`src/rtl/logicnet_input_quantizer_if.sv`:
```
// Stream + config bundle between the feature source and the LogicNet input quantizer.
// Pure wiring: no latency of its own.
// Flow control is carried by s_valid/s_ready and m_valid/m_ready.
interface logicnet_input_quantizer_if #(
  parameter int NUM_FEATURES = 8,
  parameter int IN_WIDTH     = 16,
  parameter int BW           = 2
);
  localparam int FW = (NUM_FEATURES > 1) ? $clog2(NUM_FEATURES) : 1;

  logic                         cfg_we;
  logic [FW-1:0]                cfg_feat;
  logic [BW-1:0]                cfg_sel;
  logic [IN_WIDTH-1:0]          cfg_data;
  logic                         s_valid;
  logic                         s_ready;
  logic [IN_WIDTH-1:0]          s_data;
  logic                         s_last;
  logic                         m_valid;
  logic                         m_ready;
  logic [NUM_FEATURES*BW-1:0]   m_data;
  logic                         err_len;

  // Feature source / config writer / layer-0 consumer side
  modport master (
    output cfg_we, cfg_feat, cfg_sel, cfg_data,
    output s_valid, s_data, s_last, m_ready,
    input  s_ready, m_valid, m_data, err_len
  );

  // Quantizer side
  modport slave (
    input  cfg_we, cfg_feat, cfg_sel, cfg_data,
    input  s_valid, s_data, s_last, m_ready,
    output s_ready, m_valid, m_data, err_len
  );
endinterface

```
`src/rtl/logicnet_input_quantizer.sv`:
```
// Quantizes raw signed features against per-feature thresholds and packs NUM_FEATURES codes.
// Latency: packed vector valid 1 clk after the last feature is accepted.
// Backpressure: s_ready drops while a vector is held for m_ready; one vector per NUM_FEATURES+1 clks.
module logicnet_input_quantizer #(
  parameter int NUM_FEATURES = 8,
  parameter int IN_WIDTH     = 16,
  parameter int BW           = 2
) (
  input  logic                          clk,
  input  logic                          rst,
  logicnet_input_quantizer_if.slave     bus
);
  localparam int NT = (1 << BW) - 1;
  localparam int FW = (NUM_FEATURES > 1) ? $clog2(NUM_FEATURES) : 1;

  typedef enum logic {COLLECT = 1'b0, HOLD = 1'b1} state_t;

  state_t                              state_q, state_d;
  logic [FW-1:0]                       idx_q, idx_d;
  logic [NUM_FEATURES-1:0][BW-1:0]     slots_q, slots_d;
  logic [NUM_FEATURES*BW-1:0]          m_data_q, m_data_d;
  logic                                m_valid_q, m_valid_d;
  logic                                err_len_q, err_len_d;
  logic signed [IN_WIDTH-1:0]          thr_q [NUM_FEATURES][NT];
  logic signed [IN_WIDTH-1:0]          thr_d [NUM_FEATURES][NT];
  logic [BW-1:0]                       code;
  logic                                s_ready;
  logic                                s_fire;

  // s_ready is gated by rst so nothing is accepted while reset is held
  assign s_ready     = (state_q == COLLECT) && !rst;
  assign s_fire      = bus.s_valid && s_ready;
  assign bus.s_ready = s_ready;
  assign bus.m_valid = m_valid_q;
  assign bus.m_data  = m_data_q;
  assign bus.err_len = err_len_q;

  // Code = number of thresholds of the current feature that the sample reaches (signed)
  always_comb begin
    code = '0;
    for (int k = 0; k < NT; k++) begin
      if ($signed(bus.s_data) >= thr_q[idx_q][k]) code = code + BW'(1);
    end
  end

  // Threshold register file; the quantizer reads thr_q, so a same-cycle write is seen next edge
  always_comb begin
    thr_d = thr_q;
    if (bus.cfg_we && (int'(bus.cfg_feat) < NUM_FEATURES) && (int'(bus.cfg_sel) < NT)) begin
      thr_d[bus.cfg_feat][bus.cfg_sel] = bus.cfg_data;
    end
  end

  // Collect/hold sequencing, slot packing and sample-length error detection
  always_comb begin
    state_d   = state_q;
    idx_d     = idx_q;
    slots_d   = slots_q;
    m_data_d  = m_data_q;
    m_valid_d = m_valid_q;
    err_len_d = 1'b0;
    case (state_q)
      COLLECT: begin
        if (s_fire) begin
          slots_d[idx_q] = code;
          if (idx_q == FW'(NUM_FEATURES - 1)) begin
            // Full vector: publish it; a missing s_last is flagged but the vector still goes out
            state_d   = HOLD;
            idx_d     = '0;
            m_valid_d = 1'b1;
            m_data_d  = slots_d;
            err_len_d = !bus.s_last;
          end else if (bus.s_last) begin
            // Short sample: drop what was collected and restart at feature 0
            idx_d     = '0;
            err_len_d = 1'b1;
          end else begin
            idx_d = idx_q + FW'(1);
          end
        end
      end
      HOLD: begin
        if (bus.m_ready) begin
          state_d   = COLLECT;
          m_valid_d = 1'b0;
        end
      end
      default: state_d = COLLECT;
    endcase
  end

  // State and datapath registers; reset also clears the programmed thresholds
  always_ff @(posedge clk or posedge rst) begin
    if (rst) begin
      state_q   <= COLLECT;
      idx_q     <= '0;
      slots_q   <= '0;
      m_data_q  <= '0;
      m_valid_q <= 1'b0;
      err_len_q <= 1'b0;
      for (int f = 0; f < NUM_FEATURES; f++) begin
        for (int k = 0; k < NT; k++) thr_q[f][k] <= '0;
      end
    end else begin
      state_q   <= state_d;
      idx_q     <= idx_d;
      slots_q   <= slots_d;
      m_data_q  <= m_data_d;
      m_valid_q <= m_valid_d;
      err_len_q <= err_len_d;
      thr_q     <= thr_d;
    end
  end
endmodule

```
`src/flat_wrapper.sv`:
```
// flat-port wrapper written by rule: the top's interface ports become plain ports
module logicnet_input_quantizer_flat 
#(
  parameter int NUM_FEATURES = 8,
  parameter int IN_WIDTH     = 16,
  parameter int BW           = 2
)
  (clk, rst, bus_cfg_we, bus_cfg_feat, bus_cfg_sel, bus_cfg_data, bus_s_valid, bus_s_data, bus_s_last, bus_m_ready, bus_s_ready, bus_m_valid, bus_m_data, bus_err_len);
  logicnet_input_quantizer_if #(.NUM_FEATURES(NUM_FEATURES), .IN_WIDTH(IN_WIDTH), .BW(BW)) bus_i ();
  input  logic clk;
  input  logic rst;
  input wire logic [$bits(bus_i.cfg_we)-1:0] bus_cfg_we;
  input wire logic [$bits(bus_i.cfg_feat)-1:0] bus_cfg_feat;
  input wire logic [$bits(bus_i.cfg_sel)-1:0] bus_cfg_sel;
  input wire logic [$bits(bus_i.cfg_data)-1:0] bus_cfg_data;
  input wire logic [$bits(bus_i.s_valid)-1:0] bus_s_valid;
  input wire logic [$bits(bus_i.s_data)-1:0] bus_s_data;
  input wire logic [$bits(bus_i.s_last)-1:0] bus_s_last;
  input wire logic [$bits(bus_i.m_ready)-1:0] bus_m_ready;
  output wire logic [$bits(bus_i.s_ready)-1:0] bus_s_ready;
  output wire logic [$bits(bus_i.m_valid)-1:0] bus_m_valid;
  output wire logic [$bits(bus_i.m_data)-1:0] bus_m_data;
  output wire logic [$bits(bus_i.err_len)-1:0] bus_err_len;
  assign bus_i.cfg_we = bus_cfg_we;
  assign bus_i.cfg_feat = bus_cfg_feat;
  assign bus_i.cfg_sel = bus_cfg_sel;
  assign bus_i.cfg_data = bus_cfg_data;
  assign bus_i.s_valid = bus_s_valid;
  assign bus_i.s_data = bus_s_data;
  assign bus_i.s_last = bus_s_last;
  assign bus_i.m_ready = bus_m_ready;
  assign bus_s_ready = bus_i.s_ready;
  assign bus_m_valid = bus_i.m_valid;
  assign bus_m_data = bus_i.m_data;
  assign bus_err_len = bus_i.err_len;
  logicnet_input_quantizer #(.NUM_FEATURES(NUM_FEATURES), .IN_WIDTH(IN_WIDTH), .BW(BW)) u_core (.clk(clk), .rst(rst), .bus(bus_i));
endmodule
```
`config.mk`:
```
export PLATFORM = sky130hd
export DESIGN_NAME = logicnet_input_quantizer_flat
export DESIGN_NICKNAME = d
export VERILOG_FILES = /design/src/rtl/logicnet_input_quantizer_if.sv /design/src/rtl/logicnet_input_quantizer.sv /design/src/flat_wrapper.sv
export SDC_FILE = /design/constraint.sdc
export NUM_CORES = 1
export LEC_CHECK = 0
export CAP_MARGIN = 20
export CORE_ASPECT_RATIO = 1.4
export CORE_MARGIN = 1
export CORE_UTILIZATION = 50
export CTS_CLUSTER_SIZE = 14
export DETAILED_ROUTE_END_ITERATION = 8
export PLACE_DENSITY = 0.74
export SLEW_MARGIN = 20
export SYNTH_ARGS = -nofsm -noshare
export SYNTH_HDL_FRONTEND = slang
export SYNTH_SLANG_ARGS = --single-unit
```
`constraint.sdc`:
```
create_clock -name clk -period 15.9 [get_ports clk]
set_clock_uncertainty 0.05 [all_clocks]
set_input_delay 3.975 -clock clk [delete_from_list [all_inputs] [get_ports clk]]
set_output_delay 3.975 -clock clk [all_outputs]
set_load 0.1 [all_outputs]
```
# Word level (Yosys, flattened, before mapping)
# Cells that the tools add are included.
[word_totals]
ff_bits = 422
inputBits = 43
wordCells = 98
[classes]
add_sub_neg = 3
order_cmp = 11
n_eq_ne = 4
mux = 28
bitwise = 4
reduce_logical = 11
[ops]
columns = ["operator", "count"]
rows = [
  ["bitwise mux 384 bit", 1],
  ["binary-select mux 48 bit (select 3 bit)", 1],
  ["demux 48 bit (select 3 bit)", 1],
  ["2-to-1 mux 48 bit", 3],
  [">= comparator 16 bit", 3],
  ["demux 16 bit (select 2 bit)", 1],
  ["bitwise mux 16 bit", 1],
  ["2-to-1 mux 16 bit", 1],
  ["2-to-1 mux 1 bit", 11],
  [">= comparator 4 bit, second input constant", 2],
  ["NOT 3 -> 4 bit", 2],
  ["demux 2 bit (select 3 bit)", 1],
  ["logical AND 1 bit", 6],
  ["2-to-1 mux 2 bit", 3],
  ["2-to-1 mux 3 bit", 2],
  ["AND reduction 3 bit", 2],
  ["< comparator 3 x 4 -> 1 bit, second input constant", 1],
  ["< comparator 4 x 1 -> 1 bit, second input constant", 1],
  ["!= test 2 bit, second input constant", 2],
  ["one-hot mux 1 bit (2 select lines)", 2],
  ["adder 3 x 1 -> 3 bit, second input constant", 1],
  ["== test 3 bit, second input constant", 1],
  [">= comparator 3 x 1 -> 1 bit, second input constant", 1],
  [">= comparator 3 bit, second input constant", 1],
  ["other kinds (9)", 10],
]

# Longest topological paths before layout
[logic_depth]
depth_word = 11
mapped_depth = 21
ltp_nobuf = 18

# Least setup slack after synthesis
# OpenSTA, ideal clock, no wires.
[synth_path]
kind = "input-to-output"
startpoint = "input port rst"
endpoint = "output port bus_s_ready"
arrival_time_ns = 5.274
t_required_ns = 11.875
slack_ns = 6.601
path_stages = 1
path_cell_list = "nor2_1"
[synth_via]
elab_chain_cells = 2
[synth_lines]
columns = ["element", "line_no", "text"]
rows = [
  ["from (decl)", "flat_wrapper.sv:11", "input logic rst;"],
  ["zero test 1 bit", "logicnet_input_quantizer.sv:31", "assign s_ready = (state_q == COLLECT) && !rst;"],
  ["logical AND 1 bit", "logicnet_input_quantizer.sv:31", ""],
  ["to (decl)", "flat_wrapper.sv:20", "output wire logic [$bits(bus_i.s_ready)-1:0] bus_s_ready;"],
]
# No other way between the ends.

# Worst setup path in the final report
# Same ends and word-level chain as after synthesis.

==> metrics.yaml <==
status: "finished clean"
fmax_mhz: 101
synthArstFlopShare_pct: 100
clk_latency_ps: 550
initial_core_util_pct: 50.7
required_ps: 11880
regToRegSetupSlack_ps: 9960
critPathKind: "in2out"
tightestPinTransition_ps: 985
postRouteWirelength_um: 51600
drt_iter0_drc: 1006
cts_setup_buffers: 0
via_count: 12800
ys_types: 48
cts_buffer_depth: 3
cap_violations: 0
slew_viol_final: 0
viasPerCell: 6.26
yosysTopAreaCell: "dfrtp_1"
post_cts_resized: 0
final_core_util_pct: 56.9
syn-num-nets: 1580
grt_pass1_vias: 13400
cts_made_buffers: 40
crit_fanout: 3
fp.dieW_um: 169
seq_area_frac_synth_pct: 54.1
worstPathArrival_ps: 5900
syn_inst: 1485
gp_congestion: 0.820
yosysWarnings: 0
powerDensity_nw_per_um2: 138
grtUsageTotal_pct: 26.6
finalCritPeriodShare_pct: 62.4
io_buffers: 61
nets: 1598
start_kind: "input port"
synth_top_area_share_pct: 54.1
cp-end-kind: "output pin"
syn_to_final_growth_pct: 12.3
antenna_found_initial: 1
dr.pass1.iters: 6
maxSlewHeadroom_pct: 34.1
cts_htree_levels: 2
post_drt_wl_per_cell_um: 25.1
layout_min_cycle_time_ps: 9930
hold_viol: 0
synth_edf_count: 0
clk_pin_slew_ps: 60
grt_max_degree: 113
rows: 85
ios: 62
ys_seq_elements: 422
tns_ps: 0
rsz0062_at_grt: "false"
core_area_sq_um: 38500
cts_tree: "done"
clock-sinks: 422
synthTopCellsByArea: "dfrtp_1 (54%), mux2_2 (22%), a22oi_1 (3.9%), ha_1 (3.3%), a221oi_1 (2.0%)"
grt_first_pass_wirelength_um: 79600
drc: 0
ir_worst_vdd_mv: 0.0699
die_y_um: 236
setup_violations: 0
ctsHoldBuffers: 0
hpwl_um: 30200
final_layout_size_suffix_gt1_share_pct: 33.6
min_path_type: "reg2reg"
grt-ovfl-total: 0
synth.avg_cell_area_sq_um: 13.1
synth_area_sq_um: 19500
die_area_sq_um: 39800
synthFlopType: "dfrtp_1"
detail-route-antenna-nets: 0
leakagePower_nw: 9.61
cts_root_buf: "clkbuf_16"
state kept, by name (all words and copies together), names as in the netlist:
name	flops
u_core.thr_q	384
u_core.bus.m_valid	1
u_core.bus.m_data	16
u_core.bus.err_len	1
u_core.idx_q	3
u_core.slots_q	16
u_core.state_q	1
metal layers:
| metal | track usage, % | share of wire, % | up-vias |
|---|---|---|---|
| li1 | - | - | 5577 |
| met1 | 34.3 | 40 | 6706 |
| met2 | 44.7 | 50 | 439 |
| met3 | 3.21 | 5.6 | 127 |
| met4 | 12.2 | 4.3 | 0 |
| met5 | 0 | 0 | - |
cell families after synthesis:
kind of cell             Yosys count  share of synthesized area [%]
buffers and inverters            116                           2.72
AO/OA/AOI/OAI                    292                           11.1
XOR/XNOR                           2                          0.128
multiplexers                     385                           22.2
adder cells (fa/ha/maj)           52                           3.34
flip-flops                       422                           54.1
AND/OR/NAND/NOR                  216                           6.33
critical path: stages:
cell and delay [ps]:
clkdlybuf4s50_1 510, nor2_1 230, clkdlybuf4s50_1 1180
cells in the final DEF (no fill, tap or decap), types with 8 or more instances in the layout:
master           instances
nand3_1                 12
a22oi_1                102
clkbuf_1                 9
clkdlybuf4s50_1         61
nand4_1                 11
clkbuf_16               42
ha_1                    52
nand2_2                 10
o21ai_0                 38
a22o_1                  45
mux2_2                 384
and3_1                  46
buf_4                   22
nor3b_1                 10
nand2_1                 55
a221oi_1                45
nor2_1                  23
a21o_1                   8
a21oi_1                 38
dfrtp_1                422
report_power, final:
| group | switching [W] | total [W] | internal (W) | leakage, nW |
|---|---|---|---|---|
| Sequential | 0.000112 | 0.00139 | 0.00128 | 5.42 |
| Clock | 0.000406 | 0.00100 | 0.000598 | 0.680 |
| Combinational | 0.000336 | 0.000637 | 0.000300 | 3.50 |
through the flow:
| step | setup WS (ps) | area, sq um | hold WS [ps] | total power [W] | cells |
|---|---|---|---|---|---|
| floorplan | 127 | 19500 | 392 | 0.00185 | 1485 |
| global placement | 6000 | 20500 | 406 | 0.00200 | 1982 |
| detailed placement | 6000 | 20500 | 415 | 0.00204 | 1983 |
| CTS | 5980 | 21900 | 430 | 0.00304 | 2053 |
| global route | 5910 | 21900 | 453 | 0.00317 | 2054 |
| finish | 5970 | 21900 | 433 | 0.00303 | 2054 |
synthesized netlist by cell type, types with 2 or more instances:
cell type / n
a21o_1: 8
a21oi_1: 38
a221oi_1: 45
a22o_1: 45
a22oi_1: 102
and3_1: 47
and3b_1: 3
and4_4: 2
buf_2: 49
buf_4: 9
clkbuf_1: 51
dfrtp_1: 422
ha_1: 52
inv_1: 7
mux2_2: 384
nand2_1: 56
nand2_2: 9
nand2b_1: 3
nand3_1: 12
nand3b_1: 6
nand4_1: 11
nand4_4: 2
nor2_1: 33
nor2_4: 4
nor2b_1: 5
nor3_1: 4
nor3b_1: 10
nor3b_2: 4
o21a_1: 4
o21ai_0: 38
o21ai_1: 2
o31ai_2: 2
final timing paths:
kind / to / start / depth (start not counted)
worst min register to register: u_core.slots_q[0]$_DFFE_PP0P_ / u_core.slots_q[0]$_DFFE_PP0P_ / 2
worst max register to register: u_core.bus.m_data[6]$_DFFE_PP0P_ / u_core.idx_q[0]$_DFFE_PP0P_ / 18
worst max-delay path: bus_s_ready / rst / 3
max in group asynchronous: u_core.thr_q[182]$_DFFE_PP0P_ / rst / 4
worst min-delay path: u_core.slots_q[0]$_DFFE_PP0P_ / u_core.slots_q[0]$_DFFE_PP0P_ / 2
min in group asynchronous: u_core.slots_q[9]$_DFFE_PP0P_ / rst / 2
final cells by class:
class	instances	area, sq um
Clock buffer	58	1180
Multi-Input combinational cell	947	8480
Timing Repair Buffer	85	802
Clock inverter	12	196
Tap cell	522	653
Antenna cell	1	2.50
Fill cell	3121	16600
Sequential cell	422	10600
Inverter	7	33.8
(Power assumes the default switching activity.)
